File: config.mk
export PLATFORM = sky130hd
export DESIGN_NAME = seven_seg_mux_ctrl_flat
export DESIGN_NICKNAME = d
export VERILOG_FILES = /design/src/rtl/seven_seg_mux_ctrl_pkg.sv /design/src/rtl/seven_seg_mux_ctrl_if.sv /design/src/rtl/seven_seg_hex_decode.sv /design/src/rtl/seven_seg_mux_ctrl.sv /design/src/flat_wrapper.sv
export SDC_FILE = /design/constraint.sdc
export NUM_CORES = 1
export LEC_CHECK = 0
export BUFFER_PORTS_ARGS = -buffer_cell sky130_fd_sc_hd__clkbuf_2
export CAP_MARGIN = 20
export CELL_PAD_IN_SITES_DETAIL_PLACEMENT = 0
export CELL_PAD_IN_SITES_GLOBAL_PLACEMENT = 2
export CORE_UTILIZATION = 43
export CTS_CLUSTER_SIZE = 10
export DETAILED_ROUTE_END_ITERATION = 12
export PLACE_DENSITY = 0.82
export SKIP_LAST_GASP = 1
export SYNTH_ARGS = -nofsm -noshare
export SYNTH_HDL_FRONTEND = slang
export SYNTH_SLANG_ARGS = --single-unit
File: constraint.sdc
create_clock -name clk -period 5.4 [get_ports clk]
set_input_delay 0.27 -clock clk [delete_from_list [all_inputs] [get_ports clk]]
set_output_delay 0.27 -clock clk [all_outputs]
set_load 0.01 [all_outputs]
File: src/rtl/seven_seg_mux_ctrl_pkg.sv
// Shared constants for the multiplexed seven-segment display controller:
// segment patterns, brightness width, load-handshake states and a clog2 helper.
package seven_seg_mux_ctrl_pkg;

  // Brightness is a 4-bit duty level compared against the top prescaler bits.
  localparam int BRIGHT_W = 4;

  // All segments off (active-low, {g,f,e,d,c,b,a}).
  localparam logic [6:0] SEG_BLANK = 7'h7F;

  // Active-low hex glyphs, index = nibble value.
  localparam logic [6:0] HEX_SEG [16] = '{
    7'h40, 7'h79, 7'h24, 7'h30, 7'h19, 7'h12, 7'h02, 7'h78,
    7'h00, 7'h10, 7'h08, 7'h03, 7'h46, 7'h21, 7'h06, 7'h0E
  };

  // Load handshake: EMPTY accepts new contents, PENDING waits for a frame boundary.
  typedef enum logic {
    LD_EMPTY   = 1'b0,
    LD_PENDING = 1'b1
  } ld_state_t;

  // Index width for a digit count; never below 1 so a single digit still has a bit.
  function automatic int clog2_min1(input int n);
    int r;
    r = 0;
    while ((1 << r) < n) r++;
    return (r < 1) ? 1 : r;
  endfunction

endpackage

File: src/rtl/seven_seg_mux_ctrl_if.sv
// Load channel between the datapath (master) and the display controller (slave).
interface seven_seg_mux_ctrl_if #(
  parameter int N_DIGITS = 4
);
  logic                    load_valid;
  logic                    load_ready;
  logic [4*N_DIGITS-1:0]   value_in;
  logic [N_DIGITS-1:0]     dp_in;
  logic [N_DIGITS-1:0]     en_in;

  modport master (
    output load_valid, value_in, dp_in, en_in,
    input  load_ready
  );

  modport slave (
    input  load_valid, value_in, dp_in, en_in,
    output load_ready
  );
endinterface

File: src/rtl/seven_seg_hex_decode.sv
// Combinational nibble to active-low seven-segment pattern.
module seven_seg_hex_decode
  import seven_seg_mux_ctrl_pkg::*;
(
  input  logic [3:0] i_nibble,
  output logic [6:0] o_seg
);

  // Table lookup of the hex glyph.
  always_comb begin
    o_seg = HEX_SEG[i_nibble];
  end

endmodule

File: src/rtl/seven_seg_mux_ctrl.sv
// N-digit multiplexed seven-segment controller: prescaler, digit scan,
// frame-synchronous loading, leading-zero blanking and PWM brightness.
module seven_seg_mux_ctrl
  import seven_seg_mux_ctrl_pkg::*;
#(
  parameter int N_DIGITS = 4,
  parameter int SLOT_W   = 17,
  parameter int IDX_W    = clog2_min1(N_DIGITS)
) (
  input  logic                  clk,
  input  logic                  reset,
  seven_seg_mux_ctrl_if.slave   ld,
  input  logic                  lzb,
  input  logic [BRIGHT_W-1:0]   brightness,
  output logic [N_DIGITS-1:0]   an,
  output logic [6:0]            seg,
  output logic                  dp,
  output logic                  frame_done
);

  localparam logic [IDX_W-1:0] LAST_IDX = IDX_W'(N_DIGITS - 1);

  logic [SLOT_W-1:0]     r_cnt;
  logic [IDX_W-1:0]      r_idx;
  logic                  r_frame_done;
  ld_state_t             r_ld_state;
  ld_state_t             w_ld_next;
  logic                  w_capture;
  logic                  w_apply;
  logic                  w_load_ready;
  logic                  w_tick;
  logic                  w_boundary;

  logic [4*N_DIGITS-1:0] r_sh_val;
  logic [N_DIGITS-1:0]   r_sh_dp;
  logic [N_DIGITS-1:0]   r_sh_en;
  logic [4*N_DIGITS-1:0] r_act_val;
  logic [N_DIGITS-1:0]   r_act_dp;
  logic [N_DIGITS-1:0]   r_act_en;

  logic [N_DIGITS-1:0]   w_lz_blank;
  logic [3:0]            w_cur_val;
  logic [6:0]            w_cur_seg;
  logic                  w_pwm_on;
  logic                  w_lit;
  logic [N_DIGITS-1:0]   w_an_sel;

  logic [N_DIGITS-1:0]   r_an;
  logic [6:0]            r_seg;
  logic                  r_dp;

  assign w_tick     = &r_cnt;
  assign w_boundary = w_tick && (r_idx == LAST_IDX);

  // Free-running slot prescaler and digit index with explicit wrap for non-power-of-two counts.
  // NOTE: sequential state uses non-blocking assignments so every register samples pre-edge values.
  always_ff @(posedge clk or negedge reset) begin
    if (!reset) begin
      r_cnt        <= '0;
      r_idx        <= '0;
      r_frame_done <= 1'b0;
    end else begin
      r_cnt        <= r_cnt + SLOT_W'(1);
      r_frame_done <= w_boundary;
      if (w_tick) begin
        r_idx <= (r_idx == LAST_IDX) ? '0 : r_idx + IDX_W'(1);
      end
    end
  end

  // Load handshake state register.
  always_ff @(posedge clk or negedge reset) begin
    if (!reset) r_ld_state <= LD_EMPTY;
    else        r_ld_state <= w_ld_next;
  end

  // Handshake next state: capture while empty, apply to the display at a frame boundary.
  // NOTE: every output of this block gets a default first, so no path can infer a latch.
  always_comb begin
    w_ld_next    = r_ld_state;
    w_capture    = 1'b0;
    w_apply      = 1'b0;
    w_load_ready = 1'b0;
    case (r_ld_state)
      LD_EMPTY: begin
        w_load_ready = 1'b1;
        if (ld.load_valid) begin
          w_capture = 1'b1;
          w_ld_next = LD_PENDING;
        end
      end
      LD_PENDING: begin
        if (w_boundary) begin
          w_apply   = 1'b1;
          w_ld_next = LD_EMPTY;
        end
      end
    endcase
  end

  assign ld.load_ready = w_load_ready;

  // Shadow capture on transfer, shadow-to-active copy on the boundary that ends a frame.
  // NOTE: these data registers are reset so the display stays dark until the first load lands.
  always_ff @(posedge clk or negedge reset) begin
    if (!reset) begin
      r_sh_val  <= '0;
      r_sh_dp   <= '0;
      r_sh_en   <= '0;
      r_act_val <= '0;
      r_act_dp  <= '0;
      r_act_en  <= '0;
    end else begin
      if (w_capture) begin
        r_sh_val <= ld.value_in;
        r_sh_dp  <= ld.dp_in;
        r_sh_en  <= ld.en_in;
      end
      if (w_apply) begin
        r_act_val <= r_sh_val;
        r_act_dp  <= r_sh_dp;
        r_act_en  <= r_sh_en;
      end
    end
  end

  // Leading-zero mask: walk down from the top digit, blanking enabled zeros until a nonzero
  // enabled digit ends the run; disabled digits are skipped and digit 0 always shows.
  always_comb begin
    logic run;
    run        = 1'b1;
    w_lz_blank = '0;
    for (int i = N_DIGITS - 1; i >= 1; i--) begin
      if (r_act_en[i]) begin
        if (run && (r_act_val[4*i +: 4] == 4'h0)) w_lz_blank[i] = 1'b1;
        else                                      run           = 1'b0;
      end
    end
    if (!lzb) w_lz_blank = '0;
  end

  assign w_cur_val = r_act_val[{r_idx, 2'b00} +: 4];
  assign w_pwm_on  = (r_cnt[SLOT_W-1 -: BRIGHT_W] <= brightness);
  assign w_lit     = r_act_en[r_idx] && !w_lz_blank[r_idx] && w_pwm_on;
  assign w_an_sel  = N_DIGITS'(1) << r_idx;

  seven_seg_hex_decode u_hex_decode (
    .i_nibble (w_cur_val),
    .o_seg    (w_cur_seg)
  );

  // Registered pin drivers: selected digit when lit, otherwise everything dark.
  always_ff @(posedge clk or negedge reset) begin
    if (!reset) begin
      r_an  <= '1;
      r_seg <= SEG_BLANK;
      r_dp  <= 1'b1;
    end else if (w_lit) begin
      r_an  <= ~w_an_sel;
      r_seg <= w_cur_seg;
      r_dp  <= ~r_act_dp[r_idx];
    end else begin
      r_an  <= '1;
      r_seg <= SEG_BLANK;
      r_dp  <= 1'b1;
    end
  end

  assign an         = r_an;
  assign seg        = r_seg;
  assign dp         = r_dp;
  assign frame_done = r_frame_done;

endmodule
File: src/flat_wrapper.sv
// flat-port wrapper written by rule: the top's interface ports become plain ports
module seven_seg_mux_ctrl_flat import seven_seg_mux_ctrl_pkg::*;
#(
  parameter int N_DIGITS = 4,
  parameter int SLOT_W   = 17,
  parameter int IDX_W    = clog2_min1(N_DIGITS)
)
  (clk, reset, lzb, brightness, an, seg, dp, frame_done, ld_load_valid, ld_value_in, ld_dp_in, ld_en_in, ld_load_ready);
  seven_seg_mux_ctrl_if #(.N_DIGITS(N_DIGITS)) ld_i ();
  input  logic clk;
  input  logic reset;
  input  logic lzb;
  input  logic [BRIGHT_W-1:0] brightness;
  output logic [N_DIGITS-1:0] an;
  output logic [6:0] seg;
  output logic dp;
  output logic frame_done;
  input wire logic [$bits(ld_i.load_valid)-1:0] ld_load_valid;
  input wire logic [$bits(ld_i.value_in)-1:0] ld_value_in;
  input wire logic [$bits(ld_i.dp_in)-1:0] ld_dp_in;
  input wire logic [$bits(ld_i.en_in)-1:0] ld_en_in;
  output wire logic [$bits(ld_i.load_ready)-1:0] ld_load_ready;
  assign ld_i.load_valid = ld_load_valid;
  assign ld_i.value_in = ld_value_in;
  assign ld_i.dp_in = ld_dp_in;
  assign ld_i.en_in = ld_en_in;
  assign ld_load_ready = ld_i.load_ready;
  seven_seg_mux_ctrl #(.N_DIGITS(N_DIGITS), .SLOT_W(SLOT_W), .IDX_W(IDX_W)) u_core (.clk(clk), .reset(reset), .ld(ld_i), .lzb(lzb), .brightness(brightness), .an(an), .seg(seg), .dp(dp), .frame_done(frame_done));
endmodule
==> reports/metrics.sh, run 1 <==
DESIGN_POWER_TOTAL_mW=1.23
INITIAL_UTILIZATION_PCT=44.3
FINAL_MIN_PERIOD_OVER_CLOCK_PERIOD_PCT=51.1
CLOCK_SINK_COUNT=81
TOTALWIRELENGTH_UM=6160
TIGHTEST_SLEW_PS=1000
DPL.HPWL_UM=4380
POWER.COMBINATIONAL.FRACTION_PCT=4.1
DIE_H_UM=94.0
GLOBAL_ROUTE_MET2_UTILIZATION_PCT=24.3
COUNT_OF_FINAL_HOLD_CHECK_VIOLATIONS=0
MAX-CAP-VIOLATIONS=0
POST_CTS_RESIZE_COUNT=0
REL_SLEW_SLACK_PCT=32.9
CRIT_REQUIRED_PS=5630
SYN_AREA_UM2=3640
COUNT_OF_VIAS_PLACED_BY_THE_DETAILED_ROUTER=2188
REPORT.FINAL.SLEW_VIOL_COUNT=0
FIRST_PASS_GRT_WIRE_LENGTH_UM=10400
MET1_USAGE_PCT=21.3
CLK_TRANSITION_REPORTED_PATHS_PS=90
WORST-SETUP-PATH-TYPE='reg -> reg'
HOLD_PATH_CLASS='in -> reg'
SWITCHING_SHARE_OF_TOTAL_POWER_PCT=20.1
GRT.TOTAL_USAGE_PCT=15.8
AREA_GROWTH_SYN_TO_LAYOUT_PCT=17.0
DRIVE_GT1_SHARE_PCT=39.3
GR-USAGE-MET3_PCT=4.45
DIE-AREA_UM2=8830
TOP_LEVEL_PORTS=46
POSTSYNTHAREAPERCELL_UM2=13.4
GRT_PASS1_VIAS=2132
END_KIND='register'
CLOCK_TREE.ROOT_CELL='clkbuf_8'
MAXIMUM_NET_FANOUT_ON_THE_CRITICAL_PATH=25
FMAXACHIEVABLE_MHz=363
AVGVIACOUNTPERCELL=5.08
GRT_OVERFLOW_TOTAL=0
TOTAL_SWITCHING_POWER_mW=0.247
POWER_SHARE_OF_THE_CLOCK_GROUP_PCT=43.6
LARGEST_VOLTAGE_DROP_ON_THE_VDD_NET_mV=0.197
DRTANTENNAVIOLNETS=0
ANTENNA-DIODE-COUNT=0
FIRST_ITER_VIOLATIONS=81
POST-ROUTE-DRC-COUNT=0
FIRSTDRTPASSITERS=4
FINISH.NET_COUNT=369
SYNTH_NETS=319
INSERTION_DELAY_PS=350
SYNTH.YOSYS.WARNINGS=0
ROWS=33
MAXIMUM_NUMBER_OF_PINS_ON_ONE_NET_BEFORE_GLOBAL_ROUTE_REPAIR=82
ROUTE.DETAILED.WL_PER_INST_UM=14.3
CRITICAL_PATH_ARRIVAL_PS=2980
SYNTH.FF_LATCH_COUNT=81
NUMCTSBUFFERS=9
SYNTH_CELLS=271
ANTENNA_FOUND_INITIAL=0
CTS_TREE='yes'
FINAL-SETUP-VIOL-COUNT=0
DIEWIDTH_UM=94.0
PLACE.GP.CONGESTION=0.725
POST_CTS.REPAIR.SETUP_BUFFERS=0
BUFFER_PORTS.INSERTED=45
POWER_DENSITY_OVER_THE_CELLS_nW_PER_UM2=289
FINAL.FILL_COUNT=733
POWER.LEAKAGE_nW=1.98
CORE_REGION_AREA_UM2=8220
MAX-CLOCK-PATH-BUFFERS=2
POWER_REPORT.INTERNAL_TOTAL_mW=0.981
GRT_MOST_USED_LAYER='met2'
YOSYSUNIQUECELLTYPES=39
FINAL.SETUP.TNS_PS=0
MIN_PERIOD_PS=2760
STATUS='finished, final reports clean'
CTS_HTREE_LEVELS=3
GRT_SETUP_UNREPAIRED='false'
WORST_CLOCK_SKEW_PS=11.3
PORTION_OF_THE_POST_SYNTHESIS_AREA_USED_BY_SEQUENTIAL_ELEMENTS_PCT=56.2
WORST_SETUP_PATH_START_KIND='register'
SEQ_POWER_SHARE_PCT=52.3
HOLD_BUF_COUNT_CTS=0
[power by group through the flow]
| stage | clock [mW] | combinational (mW) | sequential (mW) |
|---|---|---|---|
| after floorplan | 0 | 0.0231 | 0.649 |
| after global placement | 0 | 0.0472 | 0.654 |
| after detailed placement | 0 | 0.0489 | 0.654 |
| after CTS | 0.547 | 0.0489 | 0.643 |
| after global routing | 0.575 | 0.0575 | 0.645 |
| final | 0.536 | 0.0503 | 0.642 |
[final cells by class]
cell class | instances | area (µm²) | share of cell area [%]
clock inverter | 4 | 98.8 | 2.32
multi-input combinational | 170 | 1500 | 35.3
inverter | 11 | 41.3 | 0.971
tap | 105 | 131 | 3.09
sequential | 81 | 2040 | 48.0
clock buffer | 12 | 145 | 3.41
timing repair buffer | 48 | 293 | 6.88
[metal layers]
layer,up-vias,wire length [µm]
met5,-,0
met4,0,68
met3,8,235
met2,44,2780
met1,1076,3080
li1,1060,-
[synth_stat cells]
library cell  count  area share (%)
nor2b_1           3            0.52
buf_6             2            0.62
nand2b_1          3            0.52
a21o_1            2            0.41
a21oi_1           4            0.55
nand3_1          11             1.5
nand2_1          22             2.3
o211ai_2          1            0.34
nand4_1           2            0.34
xor2_1            2            0.48
mux4_2            1            0.62
clkbuf_1          4            0.41
nor3_2            1            0.28
mux4_1            4             2.9
o21a_1            2            0.41
and3_1            3            0.52
nor2_1            5            0.52
mux2i_1           3            0.83
and2_4            1            0.24
ha_1             16             5.5
o21ai_0           6            0.83
nor4_1            3            0.52
o41ai_1           2            0.48
xnor2_1          12             2.9
o211ai_1          2            0.41
and2b_1           1            0.21
mux2_2           49              15
buf_2             3            0.41
or4_1             1            0.21
dfrtp_1          69              47
inv_1            11             1.1
and4_1            1            0.24
dfstp_2          12             8.7
a211o_1           1            0.24
a211oi_2          1            0.34
a211oi_1          2            0.41
nor3_1            1            0.14
a41oi_1           1            0.24
and2_1            1            0.17
[worst paths after layout]
path	cells after the start	slack, ps	start	endpoint
worst max-delay path	7	2640	u_core.r_cnt[0]	u_core.r_act_en[1]
worst min-delay path	2	140	ld_load_valid	u_core.r_ld_state
worst max register to register	7	2640	u_core.r_cnt[0]	u_core.r_act_en[1]
worst min register to register	1	470	u_core.r_cnt[4]	u_core.r_cnt[4]
max in group asynchronous	3	4510	reset	u_core.r_cnt[0]
min in group asynchronous	2	310	reset	u_core.r_cnt[15]
[cell families after synthesis]
family / synth area share [%]
xor+xnor: 3.37
compound gates: 4.68
flops: 56.2
buf+inv: 2.58
fa+ha+maj: 5.51
mux: 19.5
simple gates: 8.19
[worst max-delay path, cell delays in order, from the launching register on]
cell	delay [ps]
dfrtp_1	400
ha_1	240
nand3_1	160
nor4_1	320
ha_1	270
and2_1	160
nand2_1	570
mux2_2	520
[through the flow]
step	hold WS [ps]	area [µm²]	cells	util (%)	setup WS (ps)
final	139	4250	431	51.8	2640
after global routing	122	4250	431	51.8	2330
after CTS	122	4220	429	51.3	2580
after detailed placement	458	3970	413	48.3	2590
after global placement	454	3950	412	48.0	2690
after floorplan	-25.6	3640	271	-	3280
[sequential cells by signal (all words and copies together), names as in the netlist, 2 cells and up]
| name | count |
|---|---|
| u_core.an | 4 |
| u_core.r_act_dp | 4 |
| u_core.r_act_en | 4 |
| u_core.r_act_val | 16 |
| u_core.r_cnt | 17 |
| u_core.r_idx | 2 |
| u_core.r_sh_dp | 4 |
| u_core.r_sh_en | 4 |
| u_core.r_sh_val | 16 |
| u_core.seg | 7 |
[placed cells by master, fill, tap and decap left out, types with 2 or more instances in the layout]
cell	instances
inv_1	11
clkbuf_8	10
o41ai_1	2
mux2i_1	3
xor2_1	2
nor4_1	3
nand2b_1	3
o211ai_1	2
and3_1	3
mux4_1	4
a21o_1	2
a21oi_1	4
clkbuf_2	44
buf_16	2
nand4_1	2
dfstp_2	12
nor2b_1	2
xnor2_1	12
nand2_1	22
a211oi_1	2
bufinv_16	3
mux2_2	49
dfrtp_1	69
o21ai_0	6
nand3_1	11
clkbuf_1	2
nor2_1	5
o21a_1	2
ha_1	16
Note: power is estimated with default switching activity, not from simulation.
==> inputs of run 2 (changes only) <==
--- a/config.mk
+++ b/config.mk
@@ -9,10 +9,10 @@
 export CAP_MARGIN = 20
 export CELL_PAD_IN_SITES_DETAIL_PLACEMENT = 0
 export CELL_PAD_IN_SITES_GLOBAL_PLACEMENT = 2
-export CORE_UTILIZATION = 43
+export CORE_UTILIZATION = 36
 export CTS_CLUSTER_SIZE = 10
 export DETAILED_ROUTE_END_ITERATION = 12
-export PLACE_DENSITY = 0.82
+export PLACE_DENSITY = 0.73
 export SKIP_LAST_GASP = 1
 export SYNTH_ARGS = -nofsm -noshare
 export SYNTH_HDL_FRONTEND = slang
==> constraint.sdc (replaced) <==
create_clock -name clk -period 2.3 [get_ports clk]
set_input_delay 0.115 -clock clk [delete_from_list [all_inputs] [get_ports clk]]
set_output_delay 0.115 -clock clk [all_outputs]
set_load 0.01 [all_outputs]
==> run 2 against run 1 <==
  * Sequential share of layout area down 3.5 points
  * Critical path depth increased by 1
  * Power increased by 140%
  * Highest routed layer unchanged
  * Sequential power rose by 140%
==> reports/metrics.sh, run 2 (synthesis gave the netlist of run 1 again) <==
POWER_DENSITY_OVER_THE_CELLS_nW_PER_UM2=641
AREA_GROWTH_SYN_TO_LAYOUT_PCT=26.1
CORE_REGION_AREA_UM2=9770
STATUS='finished, final reports clean'
MAXIMUM_NET_FANOUT_ON_THE_CRITICAL_PATH=25
FINAL_UTIL_PCT=46.9
ROWS=36
REGISTERS.TOP_BY_FF_COUNT='u_core.r_cnt'
ROUTE.DETAILED.WL_PER_INST_UM=13.5
FIRSTDRTPASSITERS=4
POST-ROUTE-DRC-COUNT=0
TOP_LEVEL_PORTS=46
WORST-SETUP-PATH-TYPE='reg -> reg'
DPL.HPWL_UM=4690
POWER_REPORT.INTERNAL_TOTAL_mW=2.33
CRIT_REQUIRED_PS=2540
FINAL.SETUP.TNS_PS=0
CLOCK_TREE.ROOT_CELL='clkbuf_8'
MAX-CLOCK-PATH-BUFFERS=2
POWER_SHARE_OF_THE_CLOCK_GROUP_PCT=43.5
FINAL-SETUP-VIOL-COUNT=0
TIGHTEST_SLEW_PS=595
CRITICAL_PATH_ARRIVAL_PS=2370
DIE-AREA_UM2=10500
CLK_TRANSITION_REPORTED_PATHS_PS=80
LAYOUT_TOP_REGISTERS='u_core.r_cnt x17, u_core.r_act_val x16, u_core.r_sh_val x16'
END_KIND='register'
WORST_SETUP_PATH_START_KIND='register'
COUNT_OF_FINAL_HOLD_CHECK_VIOLATIONS=0
POWER.COMBINATIONAL.FRACTION_PCT=5.1
FMAXACHIEVABLE_MHz=470
SWITCHING_SHARE_OF_TOTAL_POWER_PCT=20.8
MAX-CAP-VIOLATIONS=0
LARGEST_REGISTER_FFS=17
BUFFER_PORTS.INSERTED=45
GRT_OVERFLOW_TOTAL=0
FINISH.NET_COUNT=401
TOTALWIRELENGTH_UM=6630
CTS_TREE='yes'
GRT_PASS1_VIAS=2266
CTS_HTREE_LEVELS=3
DIE_H_UM=103
LARGEST_VOLTAGE_DROP_ON_THE_VDD_NET_mV=0.358
GRT.TOTAL_USAGE_PCT=14.2
REPORT.FINAL.SLEW_VIOL_COUNT=0
INSERTION_DELAY_PS=360
LAYOUT.CELLS.MOST_COMMON='dfrtp_1'
FIRST_PASS_GRT_WIRE_LENGTH_UM=11100
COUNT_OF_VIAS_PLACED_BY_THE_DETAILED_ROUTER=2281
FINAL_MIN_PERIOD_OVER_CLOCK_PERIOD_PCT=92.5
POST-ROUTE-CELL-AREA_UM2=4590
FINAL.FILL_COUNT=893
PLACE.GP.CONGESTION=0.760
TOTAL_SWITCHING_POWER_mW=0.612
CRIT_PATH_MAX_CELL_DELAY_PS=400
MULTIINPUTGATEAREA_UM2=1510
MAXIMUM_NUMBER_OF_PINS_ON_ONE_NET_BEFORE_GLOBAL_ROUTE_REPAIR=46
PLACED_CELL_AREA_UM2=4060
MIN_PERIOD_PS=2130
CRITPATHSLOWESTCELL='dfrtp_1'
REGISTER_AREA_UM2=2040
INITIAL_UTILIZATION_PCT=37.2
DIEWIDTH_UM=103
FINAL_CELL_MIX='dfrtp_1 (69), mux2_2 (49), clkbuf_2 (44), dlygate4sd3_1 (26), nand2_1 (22)'
WORST_CLOCK_SKEW_PS=8.62
ANTENNA-DIODE-COUNT=0
HOLD_PATH_CLASS='in -> reg'
FIRST_ITER_VIOLATIONS=89
REL_SLEW_SLACK_PCT=60.3
POWER.LEAKAGE_nW=2.11
AVGVIACOUNTPERCELL=4.65
CLOCK_SINK_COUNT=81
DRIVE_GT1_SHARE_PCT=38.8
GRT_SETUP_UNREPAIRED='false'
NUMCTSBUFFERS=9
PATH_CELLS='and3_1 -> nand3_1 -> nor4_2 -> ha_2 -> and2_1 -> nand2_1 -> buf_6 -> mux2_2'
ANTENNA_FOUND_INITIAL=0
DRTANTENNAVIOLNETS=0
SEQ_POWER_SHARE_PCT=51.3
## run 2: layout make-up
class                      count  share of cell area (%)
clock inverter                 6                    2.51
sequential                    81                    44.5
tap                          133                    3.63
inverter                      11                   0.900
clock buffer                  10                    3.00
timing repair buffer          80                    12.5
multi-input combinational    170                    33.0
## run 2: timing repair
item / CTS / global route
setup buffers: 0 / 0
hold buffers: 26 / 0
setup endpoints to repair: 0 / 24
gates resized for setup: 0 / 3
endpoints found under the hold margin: 57 / 0
## run 2: path summary, 6_finish.rpt
kind / from / endpoint / slack (ps) / cells after the start
min: lzb / u_core.seg[5] / 210 / 4
min reg2reg: u_core.r_cnt[4] / u_core.r_cnt[4] / 480 / 1
max: u_core.r_cnt[2] / u_core.r_act_val[12] / 170 / 8
max in group asynchronous: reset / u_core.r_act_val[5] / 1390 / 3
max reg2reg: u_core.r_cnt[2] / u_core.r_act_val[12] / 170 / 8
min in group asynchronous: reset / u_core.r_sh_en[0] / 300 / 2
## run 2: power by group through the flow
stage | logic (mW) | registers, mW | clock network (mW)
after floorplan | 0.0542 | 1.52 | 0
after global placement | 0.117 | 1.54 | 0
after detailed placement | 0.122 | 1.54 | 0
after CTS | 0.156 | 1.51 | 1.33
after global routing | 0.171 | 1.52 | 1.39
final | 0.151 | 1.51 | 1.28
## run 2: per-layer routing
metal / wire length [µm] / vias up / global-route usage (%)
met5: 0 / - / 0
met1: 3220 / 1111 / 18.8
met4: 97 / 0 / 5.27
met2: 3080 / 36 / 21.8
met3: 222 / 11 / 4.68
li1: - / 1123 / -
## run 2: critical path: cells and delay by family (launching register included)
kind          cells  cell delay (ps)
fa+ha+maj         1              250
simple gates      5              880
buf+inv           1              190
mux               1              290
flops             1              400
## run 2: through the flow
| step | instances | hold WS, ps | worst slack, ps | total power [mW] |
|---|---|---|---|---|
| CTS | 491 | 197 | 66.3 | 2.99 |
| floorplan | 271 | -181 | 176 | 1.58 |
| detailed placement | 449 | 169 | 77.8 | 1.66 |
| finish | 491 | 213 | 173 | 2.94 |
| global route | 491 | 248 | 29.8 | 3.07 |
| global placement | 449 | 165 | 145 | 1.65 |
